## config.mk

```make
export PLATFORM = sky130hd
export DESIGN_NAME = uart_tx_frame_ctrl
export DESIGN_NICKNAME = d
export VERILOG_FILES = /design/src/rtl/uart_tx_frame_ctrl_pkg.sv /design/src/rtl/uart_tx_serializer.sv /design/src/rtl/uart_tx_frame_ctrl.sv
export SDC_FILE = /design/constraint.sdc
export NUM_CORES = 1
export LEC_CHECK = 0
export CORE_ASPECT_RATIO = 1.25
export CORE_MARGIN = 3
export CORE_UTILIZATION = 46
export CTS_BUF_LIST = sky130_fd_sc_hd__clkbuf_4
export CTS_CLUSTER_DIAMETER = 120
export DETAILED_ROUTE_END_ITERATION = 12
export GPL_TIMING_DRIVEN = 0
export PLACE_DENSITY = 0.87
export SYNTH_ARGS = -nofsm -noshare
export SYNTH_HDL_FRONTEND = slang
export SYNTH_SLANG_ARGS = --single-unit
```

## constraint.sdc

```tcl
create_clock -name clk -period 1.55 [get_ports clk]
set_clock_uncertainty 0.2 [all_clocks]
set_input_delay 0.155 -clock clk [delete_from_list [all_inputs] [get_ports clk]]
set_output_delay 0.155 -clock clk [all_outputs]
set_load 0.02 [all_outputs]
```

## src/rtl/uart_tx_frame_ctrl_pkg.sv

```systemverilog
// Shared definitions for the UART TX framing stage.
//   tx_state_e  : 3-bit FSM state encodings (IDLE/START/DATA/PARITY/STOP)
//   START_BIT   : line level of the start bit
//   STOP_BIT    : line level of the stop bit (also the idle level)
//   cnt_width() : bit-counter width for a given data width (at least 1)
package uart_tx_frame_ctrl_pkg;

  typedef enum logic [2:0] {
    ST_IDLE   = 3'd0,
    ST_START  = 3'd1,
    ST_DATA   = 3'd2,
    ST_PARITY = 3'd3,
    ST_STOP   = 3'd4
  } tx_state_e;

  localparam logic START_BIT = 1'b0;
  localparam logic STOP_BIT  = 1'b1;

  // $clog2(1) is 0, which would give a zero-width counter; clamp to 1.
  function automatic int cnt_width(input int w);
    return (w > 1) ? $clog2(w) : 1;
  endfunction

endpackage

```

## src/rtl/uart_tx_serializer.sv

```systemverilog
// Shift register and bit counter for the UART TX data phase.
// Ports:
//   clk      in   TX bit clock
//   rst      in   synchronous active-high reset
//   load     in   capture p_data into the shift register, clear the counter
//   p_data   in   parallel word to serialise
//   shift_en in   shift right by one and advance the counter
//   ser_data out  current data bit (shift register LSB)
//   ser_done out  high while the counter points at the last data bit
module uart_tx_serializer
  import uart_tx_frame_ctrl_pkg::*;
#(
  parameter int data_width = 8
) (
  input  logic                  clk,
  input  logic                  rst,
  input  logic                  load,
  input  logic [data_width-1:0] p_data,
  input  logic                  shift_en,
  output logic                  ser_data,
  output logic                  ser_done
);

  localparam int cw = cnt_width(data_width);
  localparam logic [cw-1:0] last_cnt = cw'(data_width - 1);

  logic [data_width-1:0] shift_q;
  logic [cw-1:0]         cnt_q;

  always_ff @(posedge clk) begin
    if (rst) begin
      shift_q <= '0;
      cnt_q   <= '0;
    end else if (load) begin
      shift_q <= p_data;
      cnt_q   <= '0;
    end else if (shift_en) begin
      shift_q <= shift_q >> 1;
      // Clearing on the last bit keeps the counter from wrapping and leaves
      // it at zero for the next frame.
      cnt_q   <= ser_done ? '0 : cnt_q + cw'(1);
    end
  end

  assign ser_data = shift_q[0];
  assign ser_done = (cnt_q == last_cnt);

endmodule

```

## src/rtl/uart_tx_frame_ctrl.sv

```systemverilog
// UART TX framing stage: serialises one frame per accepted word as
// start bit, data bits (LSB first), optional parity bit, stop bit,
// at one bit per clk cycle.
// Ports:
//   clk        in   TX bit clock
//   rst        in   synchronous active-high reset (aborts a frame in flight)
//   p_data     in   parallel word, sampled on the accept cycle
//   data_valid in   request to send p_data
//   par_en     in   1 = insert a parity bit, sampled on the accept cycle
//   par_bit    in   registered parity from tx_parity_calc, valid one cycle
//                   after accept
//   tx_out     out  serial line (registered, idles at 1)
//   busy       out  high while a frame is on tx_out (registered)
//   fsm_state  out  current FSM state, for observation
//
// Handshake: a word is accepted on any clk edge where data_valid=1 and the
// FSM is in IDLE or STOP; there is no ready signal. data_valid in START,
// DATA or PARITY is ignored, and upstream keeps it low while busy=1 except
// to chain a frame back-to-back during STOP.
//
// tx_out/busy are registered from the current state, so the line shows a
// state's bit one cycle after the state is entered: the start bit appears on
// the first edge after the accept edge.
module uart_tx_frame_ctrl
  import uart_tx_frame_ctrl_pkg::*;
#(
  parameter int data_width = 8
) (
  input  logic                  clk,
  input  logic                  rst,
  input  logic [data_width-1:0] p_data,
  input  logic                  data_valid,
  input  logic                  par_en,
  input  logic                  par_bit,
  output logic                  tx_out,
  output logic                  busy,
  output logic [2:0]            fsm_state
);

  tx_state_e state_q, state_d;
  logic      tx_q, tx_d;
  logic      busy_q, busy_d;
  logic      par_q;
  logic      par_en_q;
  logic      accept;
  logic      shift_en;
  logic      ser_data;
  logic      ser_done;

  assign accept = data_valid & ((state_q == ST_IDLE) | (state_q == ST_STOP));

  uart_tx_serializer #(
    .data_width(data_width)
  ) u_serializer (
    .clk      (clk),
    .rst      (rst),
    .load     (accept),
    .p_data   (p_data),
    .shift_en (shift_en),
    .ser_data (ser_data),
    .ser_done (ser_done)
  );

  always_comb begin
    state_d  = state_q;
    tx_d     = STOP_BIT;
    busy_d   = 1'b1;
    shift_en = 1'b0;
    case (state_q)
      ST_IDLE: begin
        busy_d = 1'b0;
        if (accept) state_d = ST_START;
      end
      ST_START: begin
        tx_d    = START_BIT;
        state_d = ST_DATA;
      end
      ST_DATA: begin
        tx_d     = ser_data;
        shift_en = 1'b1;
        if (ser_done) state_d = par_en_q ? ST_PARITY : ST_STOP;
      end
      ST_PARITY: begin
        tx_d    = par_q;
        state_d = ST_STOP;
      end
      ST_STOP: begin
        tx_d    = STOP_BIT;
        // Chaining straight into START avoids an idle gap between frames.
        state_d = accept ? ST_START : ST_IDLE;
      end
      default: begin
        busy_d  = 1'b0;
        state_d = ST_IDLE;
      end
    endcase
  end

  always_ff @(posedge clk) begin
    if (rst) begin
      state_q  <= ST_IDLE;
      tx_q     <= 1'b1;
      busy_q   <= 1'b0;
      par_q    <= 1'b0;
      par_en_q <= 1'b0;
    end else begin
      state_q <= state_d;
      tx_q    <= tx_d;
      busy_q  <= busy_d;
      if (accept) par_en_q <= par_en;
      // Capture parity in START: a back-to-back accept in STOP re-arms
      // tx_parity_calc, so par_bit cannot be read later in the frame.
      if (state_q == ST_START) par_q <= par_bit;
    end
  end

  assign tx_out    = tx_q;
  assign busy      = busy_q;
  assign fsm_state = state_q;

endmodule
```

==> impl_results.md <==
* Most frequent cells after synthesis: dfxtp_1 (18), a21oi_1 (11), nand2_1 (7), nand3_1 (7)
* Largest net degree at the start of global routing at 11
* # diodes at 0
* Top_reg_cell synth: dfxtp_1
* Core footprint at 1600 sq um
* Drt total wl at 1940 microns
* Net Switching at 0.000249 W
* Post-synth top area share at 0.449
* Critical path data arrival time at 1.64 ns
* Async SR Flop Fraction at 0
* Net count, final at 131
* CTS buffer count at 3
* Worst-path clk slew at 0.09 ns
* Vias at 734
* Layout cells sized above 1 at 0.254
* Crit Path Category: flip-flop to flip-flop
* Drt drc at 0
* Die W at 43.4 microns
* Initial antenna violation count at 0
* Power Density at 845 nW/um^2
* EDFF count, synth at 0
* Vias in the first global route at 745
* First-pass GRT wire length at 3230 microns
* Logic pwr share at 0.227
* Total power at 0.000947 W
* Net Count, Synth at 102
* Mapped Area at 803 sq um
* Grt peak-use layer: met2
* Sink Count at 18
* M3 GR Usage at 0.0206
* Worst Tran Pin Value at 0.485 ns
* Vias/cell at 5.56
* H-Tree Depth at 1
* Total grt overflow at 0
* # IOs at 18
* Final critical-path required period at 1.62 ns
* Critical Path End Type: flip-flop
* #FFs+latches synth at 18
* Clk root buf: clkbuf_4
* Max Fanout on Critical Path at 4
* Reg power frac at 0.538
* MaxCap Viol Count at 0
* Initial core utilization at 0.502
* Cell variety after synth at 29
* Unrepaired setup endpoints after global routing: true
* Synth Instances at 87
* M1 GR Usage at 0.195
* Die H at 52.7 microns
* Worst IR Drop VDD at 0.741 mV
* Post-detail-place hpwl at 1240 microns
* Global routing usage on met2 at 0.374
* Wirelength per Cell at 14.7 microns
* Mapped Avg Cell Area at 9.23 sq um
* Setup violations, final at 1
* Final Hold Vio Count at 0
* Routability cong. at 0.754
* Clock network fraction of total power at 0.235
* Post-synth top area cell: dfxtp_1
* Violated checks: setup timing
* Core Rows at 16
* Die ar. at 2290 sq um
* Power Internal at 0.000698 W
* Final Max Tran Viols at 0
* Slew HR at 0.677
* Pleak at 0.442 nW
* Worst Path Required at 1.57 ns
* CTS max path bufs at 2
* CTS tree: yes
* Hold Slack at 0.210 ns
* DR pass1 iterations at 4
* Synth-to-Final Area Change at 39.6%
* Port Buf Inserts at 16
* Worst Hold Class: primary input to flip-flop
* Clock latency on the worst-skew pair at 0.29 ns
* Crit path launch type: flip-flop
* 1st-iter DRT viols at 9
* Outcome: finished with violations
* Net Sw Frac at 0.263
* Peak Freq at 616 MHz
* GRT Overall Usage at 0.189
* Tcrit/Tclk final at 1.05
* Post-synthesis sequential area ratio at 0.449
* Final ANT Viol Nets at 0
* Synth area leaders: dfxtp_1 (45%), a21oi_1 (6.9%), a22oi_1 (4.7%)
* Top-count cell post-synth: dfxtp_1
* PnR worst setup slack at -0.0743 ns
* Yosys warns at 0
routing by layer:
layer	up-vias	share of wire	wire length (microns)
met5	-	0	0
met1	341	0.39	758
li1	366	-	-
met4	0	0.015	29
met2	22	0.54	1040
met3	5	0.057	110
flip-flops by register name, summed over array words and instances, names as in the netlist:
signal,cells
busy,1
fsm_state,3
par_en_q,1
par_q,1
tx_out,1
u_serializer.cnt_q,3
u_serializer.shift_q,8
path summary, 6_finish.rpt:
check                           slack (ns)                              endpoint  cells after the start                                  from
worst max-delay path                 -0.07    u_serializer.cnt_q[0]$_SDFFE_PP0P_                      3             fsm_state[1]$_SDFFE_PP0P_
worst min-delay path                  0.21  u_serializer.shift_q[7]$_SDFFE_PP0P_                      3                             p_data[7]
worst max register to register       -0.07    u_serializer.cnt_q[0]$_SDFFE_PP0P_                      3             fsm_state[1]$_SDFFE_PP0P_
worst min register to register        0.28  u_serializer.shift_q[3]$_SDFFE_PP0P_                      2  u_serializer.shift_q[3]$_SDFFE_PP0P_
power groups by stage:
stage	sequential (W)	combinational (W)	clock, W
floorplan	0.000526	0.000109	0
global placement	0.000517	0.000179	0
detailed placement	0.000519	0.000185	0
CTS	0.000509	0.000210	0.000223
global route	0.000513	0.000232	0.000241
finish	0.000510	0.000215	0.000223
cells by family after synthesis:
kind of cell	Yosys count	share of synthesized area
xor+xnor	1	0.0109
buf+inv	8	0.0716
flops	18	0.449
fa+ha+maj	2	0.0311
mux	2	0.0249
simple gates	32	0.223
compound gates	24	0.190
per-stage QoR:
stage               cells  setup TNS (ns)  setup WS (ns)  cell area (sq um)  utilization
finish                132         -0.0743        -0.0743               1120        0.700
global route          132          -0.206         -0.118               1120        0.700
CTS                   132          -0.131         -0.131               1110        0.691
detailed placement    121           -2.61         -0.269               1000        0.625
global placement      121           -2.35         -0.245               1000        0.625
floorplan              87          -0.248         -0.171                818            -
area by class of cell:
class / count / area (sq um)
fillers: 132 / 480
multi-input cells: 61 / 429
flip-flops and latches: 18 / 367
repair buffers: 27 / 246
plain buffers: 4 / 30.0
clock buffers: 3 / 22.5
well taps: 18 / 22.5
inverters: 1 / 3.75
layout by cell type (no fill, tap or decap), types with 3 or more instances in the layout:
cell             netlist  final
a21oi_1               11     11
nor2_1                 5      5
clkdlybuf4s50_1        0     11
dfxtp_1               18     15
nand3_1                7      7
a22oi_1                5      4
nand2_1                7      7
dlygate4sd2_1          0      4
clkbuf_4               0      3
buf_4                  0     10
or3b_4                 0      3
worst max-delay path, cell delays in order (launching register included):
cell	delay (ns)
dfxtp_2	0.36
or3b_4	0.40
or3_4	0.39
a211oi_2	0.20
repair_timing:
item,in CTS,in global routing
setup endpoints to repair,17,14
hold endpoints to repair,5,0
pin swaps,2,4
hold buffers,1,0
gates resized for setup,12,6
buffers inserted,8,2
No activity file was read; power rests on OpenSTA's default activity.
